## src/rtl/pcie_tlp_pkg.sv

```systemverilog
// +--------------------------------------------------------------------------+
// | pcie_tlp_pkg : TLP type codes, RX FSM states, header word map, credits   |
// | Rev 1.0                                                                  |
// +--------------------------------------------------------------------------+
`default_nettype none

package pcie_tlp_pkg;

  localparam logic [4:0] TYPE_MWR = 5'b00000;
  localparam logic [4:0] TYPE_MRD = 5'b00000;
  localparam logic [4:0] TYPE_MSG = 5'b10000;
  localparam logic [4:0] TYPE_CPL = 5'b01010;

  localparam logic [3:0] W_FMT   = 4'd0;
  localparam logic [3:0] W_LEN   = 4'd1;
  localparam logic [3:0] W_BE    = 4'd3;
  localparam logic [3:0] W_ADDR3 = 4'd5;
  localparam logic [3:0] W_ADDR4 = 4'd7;
  localparam logic [3:0] W_DATA3 = 4'd6;
  localparam logic [3:0] W_DATA4 = 4'd8;

  typedef enum logic [2:0] {
    ST_IDLE   = 3'd0,
    ST_HDR    = 3'd1,
    ST_DATA   = 3'd2,
    ST_DROP   = 3'd3,
    ST_RETIRE = 3'd4
  } rx_state_e;

  function automatic logic tlp_is_mwr(input logic [1:0] fmt, input logic [4:0] typ);
    return fmt[1] && (typ == TYPE_MWR);
  endfunction

  function automatic logic tlp_is_msg(input logic [4:0] typ);
    return typ[4:3] == TYPE_MSG[4:3];
  endfunction

  function automatic logic tlp_is_cpl(input logic [4:0] typ);
    return typ[4:1] == TYPE_CPL[4:1];
  endfunction

  // Length 0 encodes 1024 DW; 256 credits wraps to 8'h00.
  function automatic logic [7:0] dw_credits(input logic [9:0] len);
    logic [10:0] n;
    n = (len == 10'd0) ? 11'd1024 : {1'b0, len};
    n = n + 11'd3;
    return n[9:2];
  endfunction

endpackage

`default_nettype wire

```

## src/rtl/pcie_tlp_hdr_cap.sv

```systemverilog
// +--------------------------------------------------------------------------+
// | pcie_tlp_hdr_cap : TLP word counter and header/first-data field capture  |
// | Rev 1.0                                                                  |
// +--------------------------------------------------------------------------+
`default_nettype none

module pcie_tlp_hdr_cap
  import pcie_tlp_pkg::*;
(
  input  logic        clk,
  input  logic        rstn,
  input  logic [15:0] rx_data_i,
  input  logic        rx_st_i,
  input  logic        rx_malf_i,
  output logic [1:0]  fmt_o,
  output logic [4:0]  typ_o,
  output logic [9:0]  len_o,
  output logic [3:0]  be_o,
  output logic [9:0]  addr_o,
  output logic [7:0]  byte0_o,
  output logic        dvld_o,
  output logic        malf_o,
  output logic        data_word_o
);

  logic [3:0] idx_q, idx_d;
  logic [1:0] fmt_q, fmt_d;
  logic [4:0] typ_q, typ_d;
  logic [9:0] len_q, len_d;
  logic [3:0] be_q, be_d;
  logic [9:0] addr_q, addr_d;
  logic [7:0] byte0_q, byte0_d;
  logic       dvld_q, dvld_d;
  logic       malf_q, malf_d;
  logic [3:0] addr_idx, data_idx;

  assign addr_idx    = fmt_q[0] ? W_ADDR4 : W_ADDR3;
  assign data_idx    = fmt_q[0] ? W_DATA4 : W_DATA3;
  assign data_word_o = !rx_st_i && fmt_q[1] && (idx_q == data_idx);

  always_comb begin
    idx_d   = (idx_q == 4'hF) ? idx_q : idx_q + 4'd1;
    fmt_d   = fmt_q;
    typ_d   = typ_q;
    len_d   = len_q;
    be_d    = be_q;
    addr_d  = addr_q;
    byte0_d = byte0_q;
    dvld_d  = dvld_q;
    malf_d  = malf_q | rx_malf_i;
    if (rx_st_i) begin
      idx_d  = W_FMT + 4'd1;
      fmt_d  = rx_data_i[14:13];
      typ_d  = rx_data_i[12:8];
      dvld_d = 1'b0;
      malf_d = rx_malf_i;
    end else begin
      if (idx_q == W_LEN)    len_d  = rx_data_i[9:0];
      if (idx_q == W_BE)     be_d   = rx_data_i[3:0];
      if (idx_q == addr_idx) addr_d = rx_data_i[11:2];
      if (data_word_o && !dvld_q) begin
        byte0_d = rx_data_i[15:8];
        dvld_d  = 1'b1;
      end
    end
  end

  always_ff @(posedge clk or negedge rstn) begin
    if (!rstn) begin
      idx_q   <= '0;
      fmt_q   <= '0;
      typ_q   <= '0;
      len_q   <= '0;
      be_q    <= '0;
      addr_q  <= '0;
      byte0_q <= '0;
      dvld_q  <= 1'b0;
      malf_q  <= 1'b0;
    end else begin
      idx_q   <= idx_d;
      fmt_q   <= fmt_d;
      typ_q   <= typ_d;
      len_q   <= len_d;
      be_q    <= be_d;
      addr_q  <= addr_d;
      byte0_q <= byte0_d;
      dvld_q  <= dvld_d;
      malf_q  <= malf_d;
    end
  end

  // Next-state values so the retire decision can include the rx_end word.
  assign fmt_o   = fmt_d;
  assign typ_o   = typ_d;
  assign len_o   = len_d;
  assign be_o    = be_d;
  assign addr_o  = addr_d;
  assign byte0_o = byte0_d;
  assign dvld_o  = dvld_d;
  assign malf_o  = malf_d;

endmodule

`default_nettype wire

```

## src/rtl/pcie_rx_led_sink.sv

```systemverilog
// +--------------------------------------------------------------------------+
// | pcie_rx_led_sink : VC0 RX TLP sink, LED register write, credit return    |
// | Rev 1.0   Optional stats counters: PCIE_RX_LED_STATS_EN                  |
// +--------------------------------------------------------------------------+
`default_nettype none

module pcie_rx_led_sink
  import pcie_tlp_pkg::*;
#(
  parameter int unsigned BAR_SEL    = 0,
  parameter logic [11:0] LED_OFFSET = 12'h000,
  parameter logic [7:0]  LED_RST    = 8'hFE
) (
  input  logic        clk,
  input  logic        rstn,
  input  logic [15:0] rx_data,
  input  logic        rx_st,
  input  logic        rx_end,
  input  logic        rx_malf_tlp,
  input  logic [6:0]  rx_bar_hit,
  output logic        ph_processed,
  output logic        pd_processed,
  output logic [7:0]  pd_num,
  output logic        nph_processed,
  output logic        npd_processed,
  output logic [7:0]  npd_num,
  output logic        ur_np_ext,
  output logic        ur_p_ext,
  output logic        led_load,
`ifdef PCIE_RX_LED_STATS_EN
  output logic [7:0]  led_val,
  output logic [15:0] wr_cnt,
  output logic [15:0] drop_cnt
`else
  output logic [7:0]  led_val
`endif
);

  localparam logic [6:0] BAR_MASK = 7'(1) << BAR_SEL;

  rx_state_e  state_q;
  logic [1:0] fmt;
  logic [4:0] typ;
  logic [9:0] len;
  logic [3:0] be;
  logic [9:0] addr;
  logic [7:0] byte0;
  logic       dvld, malf, data_word;
  logic       retire_ok, is_mwr, is_posted, has_data, led_hit;
  logic       ph_q, pd_q, nph_q, npd_q, ur_np_q, ur_p_q, led_load_q;
  logic [7:0] pd_num_q, npd_num_q, led_val_q;

  pcie_tlp_hdr_cap u_hdr_cap (
    .clk         (clk),
    .rstn        (rstn),
    .rx_data_i   (rx_data),
    .rx_st_i     (rx_st),
    .rx_malf_i   (rx_malf_tlp),
    .fmt_o       (fmt),
    .typ_o       (typ),
    .len_o       (len),
    .be_o        (be),
    .addr_o      (addr),
    .byte0_o     (byte0),
    .dvld_o      (dvld),
    .malf_o      (malf),
    .data_word_o (data_word)
  );

  // A TLP whose rx_end coincides with rx_st, or arrives with no TLP open, is dropped silently.
  assign retire_ok = !rx_st && (state_q inside {ST_HDR, ST_DATA, ST_DROP});
  assign is_mwr    = tlp_is_mwr(fmt, typ);
  assign is_posted = is_mwr || tlp_is_msg(typ);
  assign has_data  = fmt[1];
  assign led_hit   = retire_ok && is_mwr && dvld && !malf && be[3] &&
                     (|(rx_bar_hit & BAR_MASK)) && (addr == LED_OFFSET[11:2]);

  always_ff @(posedge clk or negedge rstn) begin
    if (!rstn) begin
      state_q    <= ST_IDLE;
      ph_q       <= 1'b0;
      pd_q       <= 1'b0;
      nph_q      <= 1'b0;
      npd_q      <= 1'b0;
      ur_np_q    <= 1'b0;
      ur_p_q     <= 1'b0;
      led_load_q <= 1'b0;
      pd_num_q   <= 8'h00;
      npd_num_q  <= 8'h00;
      led_val_q  <= LED_RST;
    end else begin
      ph_q       <= 1'b0;
      pd_q       <= 1'b0;
      nph_q      <= 1'b0;
      npd_q      <= 1'b0;
      ur_np_q    <= 1'b0;
      ur_p_q     <= 1'b0;
      led_load_q <= 1'b0;
      if (rx_end) begin
        state_q <= ST_RETIRE;
        if (led_hit) begin
          led_load_q <= 1'b1;
          led_val_q  <= byte0;
        end
        if (retire_ok && is_posted) begin
          ph_q   <= 1'b1;
          ur_p_q <= !is_mwr;
          if (has_data) begin
            pd_q     <= 1'b1;
            pd_num_q <= dw_credits(len);
          end
        end else if (retire_ok && !tlp_is_cpl(typ)) begin
          nph_q   <= 1'b1;
          ur_np_q <= 1'b1;
          if (has_data) begin
            npd_q     <= 1'b1;
            npd_num_q <= dw_credits(len);
          end
        end
      end else if (rx_st) begin
        state_q <= ST_HDR;
      end else begin
        case (state_q)
          ST_HDR: begin
            if (!is_mwr)        state_q <= ST_DROP;
            else if (data_word) state_q <= ST_DATA;
          end
          ST_RETIRE: state_q <= ST_IDLE;
          default:   state_q <= state_q;
        endcase
      end
    end
  end

`ifdef PCIE_RX_LED_STATS_EN
  logic [15:0] wr_cnt_q, drop_cnt_q;

  always_ff @(posedge clk or negedge rstn) begin
    if (!rstn) begin
      wr_cnt_q   <= 16'h0000;
      drop_cnt_q <= 16'h0000;
    end else if (rx_end) begin
      if (led_hit) begin
        if (wr_cnt_q != 16'hFFFF) wr_cnt_q <= wr_cnt_q + 16'd1;
      end else if (drop_cnt_q != 16'hFFFF) begin
        drop_cnt_q <= drop_cnt_q + 16'd1;
      end
    end
  end

  assign wr_cnt   = wr_cnt_q;
  assign drop_cnt = drop_cnt_q;
`endif

  assign ph_processed  = ph_q;
  assign pd_processed  = pd_q;
  assign pd_num        = pd_num_q;
  assign nph_processed = nph_q;
  assign npd_processed = npd_q;
  assign npd_num       = npd_num_q;
  assign ur_np_ext     = ur_np_q;
  assign ur_p_ext      = ur_p_q;
  assign led_load      = led_load_q;
  assign led_val       = led_val_q;

endmodule

`default_nettype wire

```

## config.mk

```make
export PLATFORM = sky130hd
export DESIGN_NAME = pcie_rx_led_sink
export DESIGN_NICKNAME = d
export VERILOG_FILES = /design/src/rtl/pcie_tlp_pkg.sv /design/src/rtl/pcie_tlp_hdr_cap.sv /design/src/rtl/pcie_rx_led_sink.sv
export SDC_FILE = /design/constraint.sdc
export NUM_CORES = 1
export LEC_CHECK = 0
export ABC_AREA = 1
export ABC_CLOCK_PERIOD_IN_PS = 2700
export BUFFER_PORTS_ARGS = -buffer_cell sky130_fd_sc_hd__buf_2
export CAP_MARGIN = 20
export CORE_UTILIZATION = 40
export DETAILED_ROUTE_END_ITERATION = 12
export GPL_ROUTABILITY_DRIVEN = 0
export PLACE_DENSITY = 0.61
export SKIP_LAST_GASP = 1
export SYNTH_ARGS = -nofsm -noshare
export SYNTH_HDL_FRONTEND = slang
export SYNTH_HIERARCHICAL = 1
export SYNTH_SLANG_ARGS = --single-unit
```

## constraint.sdc

```tcl
create_clock -name clk -period 2.7 [get_ports clk]
set_clock_uncertainty 0.15 [all_clocks]
set_input_delay 0.675 -clock clk [delete_from_list [all_inputs] [get_ports clk]]
set_output_delay 0.675 -clock clk [all_outputs]
set_load 0.05 [all_outputs]
```

**Yosys cells after proc, flatten, opt, wreduce, memory -nomap -nowiden**

Cells that the tools add are included.

- Register bits: 78
- Bits of input ports: 28
- Output and inout port bits: 31
- Word-level logic and storage cells: 106

- Add/subtract/negate cells: 2
- Equal/unequal tests: 13
- Mux-type cells: 38
- Bitwise gates (word level): 3
- Reductions and logical operators: 29

Operators by type and width:

| kind | number |
|---|---|
| 10-bit two-way mux | 5 |
| 10-bit logical NOT | 2 |
| 4-bit two-way mux | 5 |
| 1-bit two-way mux | 18 |
| 8-bit two-way mux | 2 |
| 1-bit logical AND | 13 |
| 3-bit two-way mux | 4 |
| 10-bit by 2-bit adder with 10-bit output (second input constant) | 1 |
| 4-bit == test | 2 |
| 3-bit by 2-bit == test with 1-bit output (second input constant) | 2 |
| 3-bit one-hot mux with 2 select lines | 1 |
| 2-bit AND reduction | 3 |
| 1-bit logical NOT | 5 |
| 5-bit logical NOT | 1 |
| 5-bit two-way mux | 1 |
| 5-bit by 4-bit != test with 1-bit output (second input constant) | 1 |
| 4-bit by 1-bit adder with 4-bit output (second input constant) | 1 |
| 4-bit by 1-bit == test with 1-bit output (second input constant) | 1 |
| 4-bit by 2-bit == test with 1-bit output (second input constant) | 1 |
| 4-bit by 3-bit == test with 1-bit output (second input constant) | 1 |
| 4-bit == test (second input constant) | 1 |
| 2-bit two-way mux | 2 |
| 4-bit AND reduction | 1 |
| 4-bit nonzero test | 1 |
| 9 further kinds | 10 |

**Longest topological paths before layout**

Gate-level depths: netlist of the first run.

- Word-level depth: 13
- Mapped depth: 14

**Cells and area by module**

The synthesis of the first run kept the hierarchy.

Modules (own cells, without submodules):

| module | times used | cells each | area an instance (sq um) |
|---|---|---|---|
| pcie_tlp_hdr_cap | 1 | 189 | 1853.0 |
| pcie_rx_led_sink | 1 | 209 | 1620.3 |

**Worst setup path after synthesis of the first run**

No wires, ideal clock.

- Path kind: input port to flip-flop
- Start: in rx_st
- End: reg led_val_q[0] (netlist: led_val[0])
- Arrival: 2132 ps
- Data required time: 2431 ps
- Setup slack: 299 ps
- Stages: 10
- Buffers on the path: 2
- Path through: buf_6 -> clkinv_4 -> clkbuf_1 -> o21ai_0 -> nor2_1 -> nand3_4 -> nor3_4 -> nand2_4 -> nand2_1 -> nand2_1

- Elaborated cells on any way between the ends: 25
- Classes of those cells: 9 x mux; 16 x reduce/logical

RTL lines:

| item | RTL line | RTL |
|---|---|---|
| from (decl) | pcie_rx_led_sink.sv:17 | `input logic rx_st,` |
| 5-bit two-way mux | pcie_tlp_hdr_cap.sv:51 | `if (rx_st_i) begin` |
| via typ[2] | pcie_rx_led_sink.sv:43 | `logic [4:0] typ;` |
| 5-bit logical NOT | pcie_tlp_pkg.sv:31 | `return fmt[1] && (typ == TYPE_MWR);` |
| 1-bit logical AND | pcie_tlp_pkg.sv:31 |  |
| 1-bit logical AND (5 in series) | pcie_rx_led_sink.sv:75 | `assign led_hit = retire_ok && is_mwr && dvld && !malf && be[3] &&` |
| 1-bit logical AND | pcie_rx_led_sink.sv:76 | `(\|(rx_bar_hit & BAR_MASK)) && (addr == LED_OFFSET[11:2]);` |
| 2-bit AND reduction (no line) | n/a |  |
| to (signal assigned) | pcie_rx_led_sink.sv:103 | `led_val_q <= byte0;` |
| to (decl) | pcie_rx_led_sink.sv:51 | `logic [7:0] pd_num_q, npd_num_q, led_val_q;` |

The timed path passes the listed nets, and every way through them passes these cells.
A chain may end at the register's enable or synchronous reset.

**Worst setup path after layout of the first run**

- Start: reg u_hdr_cap.idx_q[3]
- End: reg npd_num_q[5] (netlist: npd_num[5])

- Word-level cells in the longest chain between the ends: 6

Ends and longest elaborated chain:

| item | RTL line | RTL |
|---|---|---|
| from (decl) | pcie_tlp_hdr_cap.sv:26 | `logic [3:0] idx_q, idx_d;` |
| from (signal assigned) | pcie_tlp_hdr_cap.sv:80 | `idx_q <= idx_d;` |
| 4-bit by 1-bit == test with 1-bit output * | pcie_tlp_hdr_cap.sv:58 | `if (idx_q == W_LEN) len_d = rx_data_i[9:0];` |
| 10-bit two-way mux * | pcie_tlp_hdr_cap.sv:58 |  |
| 10-bit two-way mux * | pcie_tlp_hdr_cap.sv:51 |  |
| via len[2] | pcie_rx_led_sink.sv:44 | `logic [9:0] len;` |
| 10-bit logical NOT | pcie_tlp_pkg.sv:45 | `n = (len == 10'd0) ? 11'd1024 : {1'b0, len};` |
| 10-bit two-way mux * | pcie_tlp_pkg.sv:45 |  |
| 10-bit by 2-bit adder with 10-bit output * | pcie_tlp_pkg.sv:46 | `n = n + 11'd3;` |
| to (signal assigned) | pcie_rx_led_sink.sv:117 | `npd_num_q <= dw_credits(len);` |
| to (decl) | pcie_rx_led_sink.sv:51 |  |

The timed path passes the listed nets; every way through them passes the cells marked *.

==> summary.md, run 1 <==
| Metric | Value |
|---|---|
| # fillers | `796` |
| Via density | `4.65` |
| Setup crit start | `u_hdr_cap/idx_q[3]` |
| Tmin final | `2.37 ns` |
| DRC viols | `0` |
| Clock sink count | `75` |
| Final Non-Filler Cells | `567` |
| Initial antenna violation count | `0` |
| Cells after synthesis | `389` |
| Crit path to | `npd_num[5]` |
| Worst endpoint data arrival time | `2.47 ns` |
| Pin count of the biggest net entering global routing | `76` |
| Worst hold-check path type | `in -> async` |
| Setup crit end kind | `flop` |
| Top-Level Pins | `59` |
| GR Overflow Total | `0` |
| # rows | `33` |
| Pwr dens | `835 nW/um^2` |
| Critical Path Most Common Cell | `nand2_1` |
| RSZ-0062 raised after global routing | `false` |
| CTS Root Cell | `clkbuf_8` |
| CP max-delay cell | `dfrtp_1` |
| Chip height | `93.8 um` |
| Vias in the first global route | `2439` |
| Post-DP HPWL | `5040 um` |
| CTS buffer count | `9` |
| Cts hold-fix bufs | `0` |
| # diodes | `0` |
| Crit path max fanout | `20` |
| Critical-path cell list | `nor2_2 -> nand3_1 -> buf_12 -> o21ai_1 -> nand2_1 -> nor2_1 -> nand2_1 -> o21ai_0 -> nand2_1 -> nand2_1 -> nand2_1` |
| Number of max-cap violations | `0` |
| First-pass GRT wire length | `11800 um` |
| Layout cells sized above 1 | `24.5%` |
| Post-CTS Setup Bufs | `0` |
| Crit Path Class | `reg -> reg` |
| NumNets Final | `487` |
| Vias | `2637` |
| Yosys warnings | `6` |
| Final Hold Viols | `0` |
| Avg WL per Cell | `12.4 um` |
| TritonCTS clock tree | `yes` |
| Slowest stage delay, CP | `0.45 ns` |
| Critical path required time | `2.80 ns` |
| All-Layer GR Usage | `17.5%` |
| Final worst-path setup slack | `0.327 ns` |
| Leak | `2.28 nW` |
| Die Wd | `93.8 um` |
| Post-CTS Resized | `0` |
| Fin crit share | `87.9%` |
| Status | `finished clean` |
| Post-synth net total | `419` |
| Total die area | `8800 um^2` |
| Worst-path clk slew | `0.09 ns` |
| Port bufs | `52` |
| Clk_lat worst skew | `0.34 ns` |
| Setup violators final | `0` |
| R2R Path Start | `u_hdr_cap/idx_q[3]` |
| Area grow syn2layout | `21.5%` |
| FF+latch area | `1890 um^2` |
| Clock buffer depth | `2` |
| Routed wire length | `7040 um` |
| Syn Area/Cell | `8.67 um^2` |
| Rel. slew slack | `72.4%` |
| Antenna-violating nets left | `0` |
| Fmax | `421 MHz` |
| H-tree depth | `3` |
| Max-slew violation count | `0` |
| Mapped Area | `3370 um^2` |
| Worst Tran Pin Value | `0.410 ns` |
| Initial DRT Pass Iterations | `4` |
| CORE AREA | `8180 um^2` |
| Slack of the worst reg-to-reg path | `0.33 ns` |
| Worst VDD drop | `0.263 mV` |
| Worst R2R End | `npd_num[5]` |
| Dpl cells | `551` |
| Startpoint type of the worst setup path | `flop` |
| Place WS | `0.104 ns` |
| Initial cell density of the core | `41.2%` |
| Worst reg2reg path depth | `11` |
| DRT iter0 DRCs | `141` |
| Setup TNS | `0 ns` |
| Multi-input logic area | `1250 um^2` |
## where the power goes
| part | leakage [nW] | internal (W) | switching (W) | total, W |
|---|---|---|---|---|
| Clock | 0.120 | 0.000620 | 0.000437 | 0.00106 |
| Sequential | 0.954 | 0.00135 | 0.0000869 | 0.00144 |
| Combinational | 1.21 | 0.000270 | 0.000658 | 0.000928 |
## state kept, by name, indices dropped and copies added, names as in the netlist, 2 cells and up
name	flops
npd_num	8
pd_num	8
u_hdr_cap/idx_q	4
state_q	3
u_hdr_cap/addr_q	10
u_hdr_cap/typ_q	5
u_hdr_cap/byte0_q	8
u_hdr_cap/len_q	10
u_hdr_cap/fmt_q	2
led_val	8
## worst max-delay path: cells and delay by family, from the launching register on
family                 cells  cell delay, ns
buffers and inverters      1            0.19
AOI/OAI and AO/OA          2            0.36
and+or+nand+nor            8            1.13
DFF                        1            0.45
## worst min path at each step
stage / from / end / cells past startpoint
floorplan: rstn / led_load / 0
global placement: led_val[7] / led_val[7] / 2
detailed placement: led_val[2] / led_val[2] / 2
CTS: rstn / npd_num[3] / 2
global route: rstn / npd_num[6] / 2
finish: rstn / npd_num[3] / 2
## metal layers
metal  global-route usage, %  up-vias  share of wire, %
met5                       0        -                 0
met4                    6.03        0               1.6
met3                    3.48        9               3.8
met2                    26.5       56                46
met1                    24.9     1209                49
li1                        -     1363                 -
## cell type report
type	count	area share, %
multi-input combinational	259	30.6
tap	105	3.21
inverter	47	4.43
sequential	75	46.0
clock inverter	7	3.02
clock buffer	9	3.02
timing repair buffer	65	9.65
## metrics by stage
step	util [%]	hold slack, ns	cell area (um^2)	total power, W
after floorplan	-	0.229	3370	0.00213
after global placement	47.1	0.301	3850	0.00237
after detailed placement	47.1	0.303	3850	0.00239
after CTS	50.1	0.198	4100	0.00347
after global routing	50.1	0.198	4100	0.00362
final	50.1	0.185	4100	0.00342
## placed cells by master (no fill, tap or decap), drive strengths merged
master	count
nor2	23
dfstp	7
nand2	146
clkinvlp	1
a21oi	4
nand3	20
bufinv	3
ha	2
xor2	3
or2	2
clkbuf	9
a21o	1
nand4	13
a21boi	1
nand3b	3
clkinv	5
buf	65
nor3	6
inv	45
dfrtp	68
o21ai	35
Note: power is estimated with default switching activity, not from simulation.
==> inputs of run 2 (changes only) <==
--- a/config.mk
+++ b/config.mk
@@ -12,7 +12,7 @@
 export CORE_UTILIZATION = 40
 export DETAILED_ROUTE_END_ITERATION = 12
 export GPL_ROUTABILITY_DRIVEN = 0
-export PLACE_DENSITY = 0.61
+export PLACE_DENSITY = 0.69
 export SKIP_LAST_GASP = 1
 export SYNTH_ARGS = -nofsm -noshare
 export SYNTH_HDL_FRONTEND = slang
==> summary.md, run 2 (synthesis results as in run 1) <==
| Metric | Value |
|---|---|
| Pin count of the biggest net entering global routing | `49 (was 76)` |
| Area grow syn2layout | `21.2% (was 21.5%)` |
| Worst Tran Pin Value | `0.645 ns (was 0.410 ns)` |
| Commonest non-fill, non-tap cell in the layout | `nand2_1 (unchanged)` |
| Fmax | `420 MHz (was 421 MHz)` |
| Fin crit share | `88.2% (was 87.9%)` |
| Vias in the first global route | `2496 (was 2439)` |
| Setup crit start | `u_hdr_cap/idx_q[2] (was u_hdr_cap/idx_q[3])` |
| Worst hold-check path type | `in -> async (unchanged)` |
| Tmin final | `2.38 ns (was 2.37 ns)` |
| GR Layer Usage met3 | `3.32% (was 3.48%)` |
| GR Overflow Total | `0 (unchanged)` |
| Most frequent cells in the layout | `nand2_1 (143), dfrtp_1 (68), buf_2 (52) (unchanged)` |
| FF+latch area | `1890 um^2 (unchanged)` |
| Crit Path Class | `reg -> reg (unchanged)` |
| # fillers | `806 (was 796)` |
| Max-slew violation count | `0 (unchanged)` |
| Grt met1 use | `24.6% (was 24.9%)` |
| Post-CTS Resized | `0 (unchanged)` |
| Worst R2R End | `npd_num[5] (unchanged)` |
| R2R Path Start | `u_hdr_cap/idx_q[2] (was u_hdr_cap/idx_q[3])` |
| Rel. slew slack | `57.0% (was 72.4%)` |
| Cts hold-fix bufs | `0 (unchanged)` |
| Top-Level Pins | `59 (unchanged)` |
| H-tree depth | `3 (unchanged)` |
| Number of max-cap violations | `0 (unchanged)` |
| Setup crit end kind | `flop (unchanged)` |
| Vias | `2665 (was 2637)` |
| Top Registers | `u_hdr_cap/addr_q (10), u_hdr_cap/len_q (10) (unchanged)` |
| Crit path max fanout | `20 (unchanged)` |
| Place WS | `0.0865 ns (was 0.104 ns)` |
| Final Hold Viols | `0 (unchanged)` |
| Initial antenna violation count | `0 (unchanged)` |
| Status | `finished clean (unchanged)` |
| DRC viols | `0 (unchanged)` |
| Pwr dens | `813 nW/um^2 (was 835 nW/um^2)` |
| Layout cells sized above 1 | `24.5% (unchanged)` |
| CTS buffer count | `9 (unchanged)` |
| CORE AREA | `8180 um^2 (unchanged)` |
| All-Layer GR Usage | `17.7% (was 17.5%)` |
| Clock sink count | `75 (unchanged)` |
| DRT iter0 DRCs | `177 (was 141)` |
| Multi-input logic area | `1250 um^2 (unchanged)` |
| TritonCTS clock tree | `yes (unchanged)` |
| Post-DP HPWL | `5060 um (was 5040 um)` |
| CTS Root Cell | `clkbuf_8 (unchanged)` |
| Worst endpoint data arrival time | `2.52 ns (was 2.47 ns)` |
| # diodes | `0 (unchanged)` |
| Clk_lat worst skew | `0.35 ns (was 0.34 ns)` |
| Setup violators final | `0 (unchanged)` |
| Chip height | `93.8 um (unchanged)` |
| # rows | `33 (unchanged)` |
| Final worst-path setup slack | `0.319 ns (was 0.327 ns)` |
| First-pass GRT wire length | `11900 um (was 11800 um)` |
| Leak | `2.27 nW (was 2.28 nW)` |
| Total die area | `8800 um^2 (unchanged)` |
| RSZ-0062 raised after global routing | `false (unchanged)` |
| Antenna-violating nets left | `0 (unchanged)` |
| Most used routing layer | `met2 (unchanged)` |
| Die Wd | `93.8 um (unchanged)` |
| Avg WL per Cell | `12.2 um (was 12.4 um)` |
| NumNets Final | `487 (unchanged)` |
| WHS | `0.200 ns (was 0.185 ns)` |
| Setup TNS | `0 ns (unchanged)` |
| Worst-path clk slew | `0.08 ns (was 0.09 ns)` |
| Via density | `4.70 (was 4.65)` |
| Slack of the worst reg-to-reg path | `0.32 ns (was 0.33 ns)` |
| Clock buffer depth | `2 (unchanged)` |
| Post-CTS Setup Bufs | `0 (unchanged)` |
| Critical path required time | `2.84 ns (was 2.80 ns)` |
| Initial DRT Pass Iterations | `4 (unchanged)` |
| Port bufs | `52 (unchanged)` |
| Worst VDD drop | `0.270 mV (was 0.263 mV)` |
| Worst reg2reg path depth | `10 (was 11)` |
| Initial cell density of the core | `41.2% (unchanged)` |
| Startpoint type of the worst setup path | `flop (unchanged)` |
| Routed wire length | `6930 um (was 7040 um)` |
| Met2 usage | `26.6% (was 26.5%)` |
run 2: changes by cell type in the layout (fill, tap and decap cells not counted), sizes merged:
cell | before | now
bufinv | 3 | 2
clkinvlp | 1 | 2
inv | 45 | 44
clkbuf | 9 | 10
run 2: worst max path at each step:
stage          depth (start not counted)          to
5_1_grt                               10   pd_num[7]
2_1_floorplan                         10  led_val[0]
6_report                              10  npd_num[5]
3_3_place_gp                          12  npd_num[5]
4_1_cts                               10  npd_num[5]
3_5_place_dp                          11  npd_num[5]
run 2: cell type report:
cell class,count,area share [%]
Sequential cell,75,46.1
Multi-Input combinational cell,259,30.7
Timing Repair Buffer,65,9.98
Inverter,47,4.44
Clock buffer,10,3.37
Tap cell,105,3.21
Clock inverter,6,2.17
run 2: critical path: stages (launching register included):
cell and delay (ns):
dfrtp_1 0.46, nor2_2 0.20, nand3_1 0.16, buf_12 0.19, o21ai_1 0.31, inv_1 0.10, nor3_1 0.37, nand3b_1 0.13
nand2_1 0.12, nand2_1 0.06, nand2_1 0.07
run 2: per-stage QoR:
| stage | instance area [um^2] | cells | power [W] | util (%) |
|---|---|---|---|---|
| floorplan | 3370 | 389 | 0.00213 | - |
| global placement | 3860 | 551 | 0.00236 | 47.2 |
| detailed placement | 3860 | 551 | 0.00239 | 47.2 |
| CTS | 4090 | 567 | 0.00335 | 50.0 |
| global route | 4090 | 567 | 0.00353 | 50.0 |
| finish | 4090 | 567 | 0.00332 | 50.0 |
run 2: layer usage:
metal | wire length [um] | vias up
met3 | 235 | 9
met1 | 3340 | 1244
met2 | 3240 | 50
met4 | 123 | 0
met5 | 0 | -
li1 | - | 1362
run 2: report_power, final:
part | switching [W] | internal (W) | total, W
Combinational | 0.000653 | 0.000266 | 0.000919
Clock | 0.000418 | 0.000545 | 0.000963
Sequential | 0.0000903 | 0.00135 | 0.00144
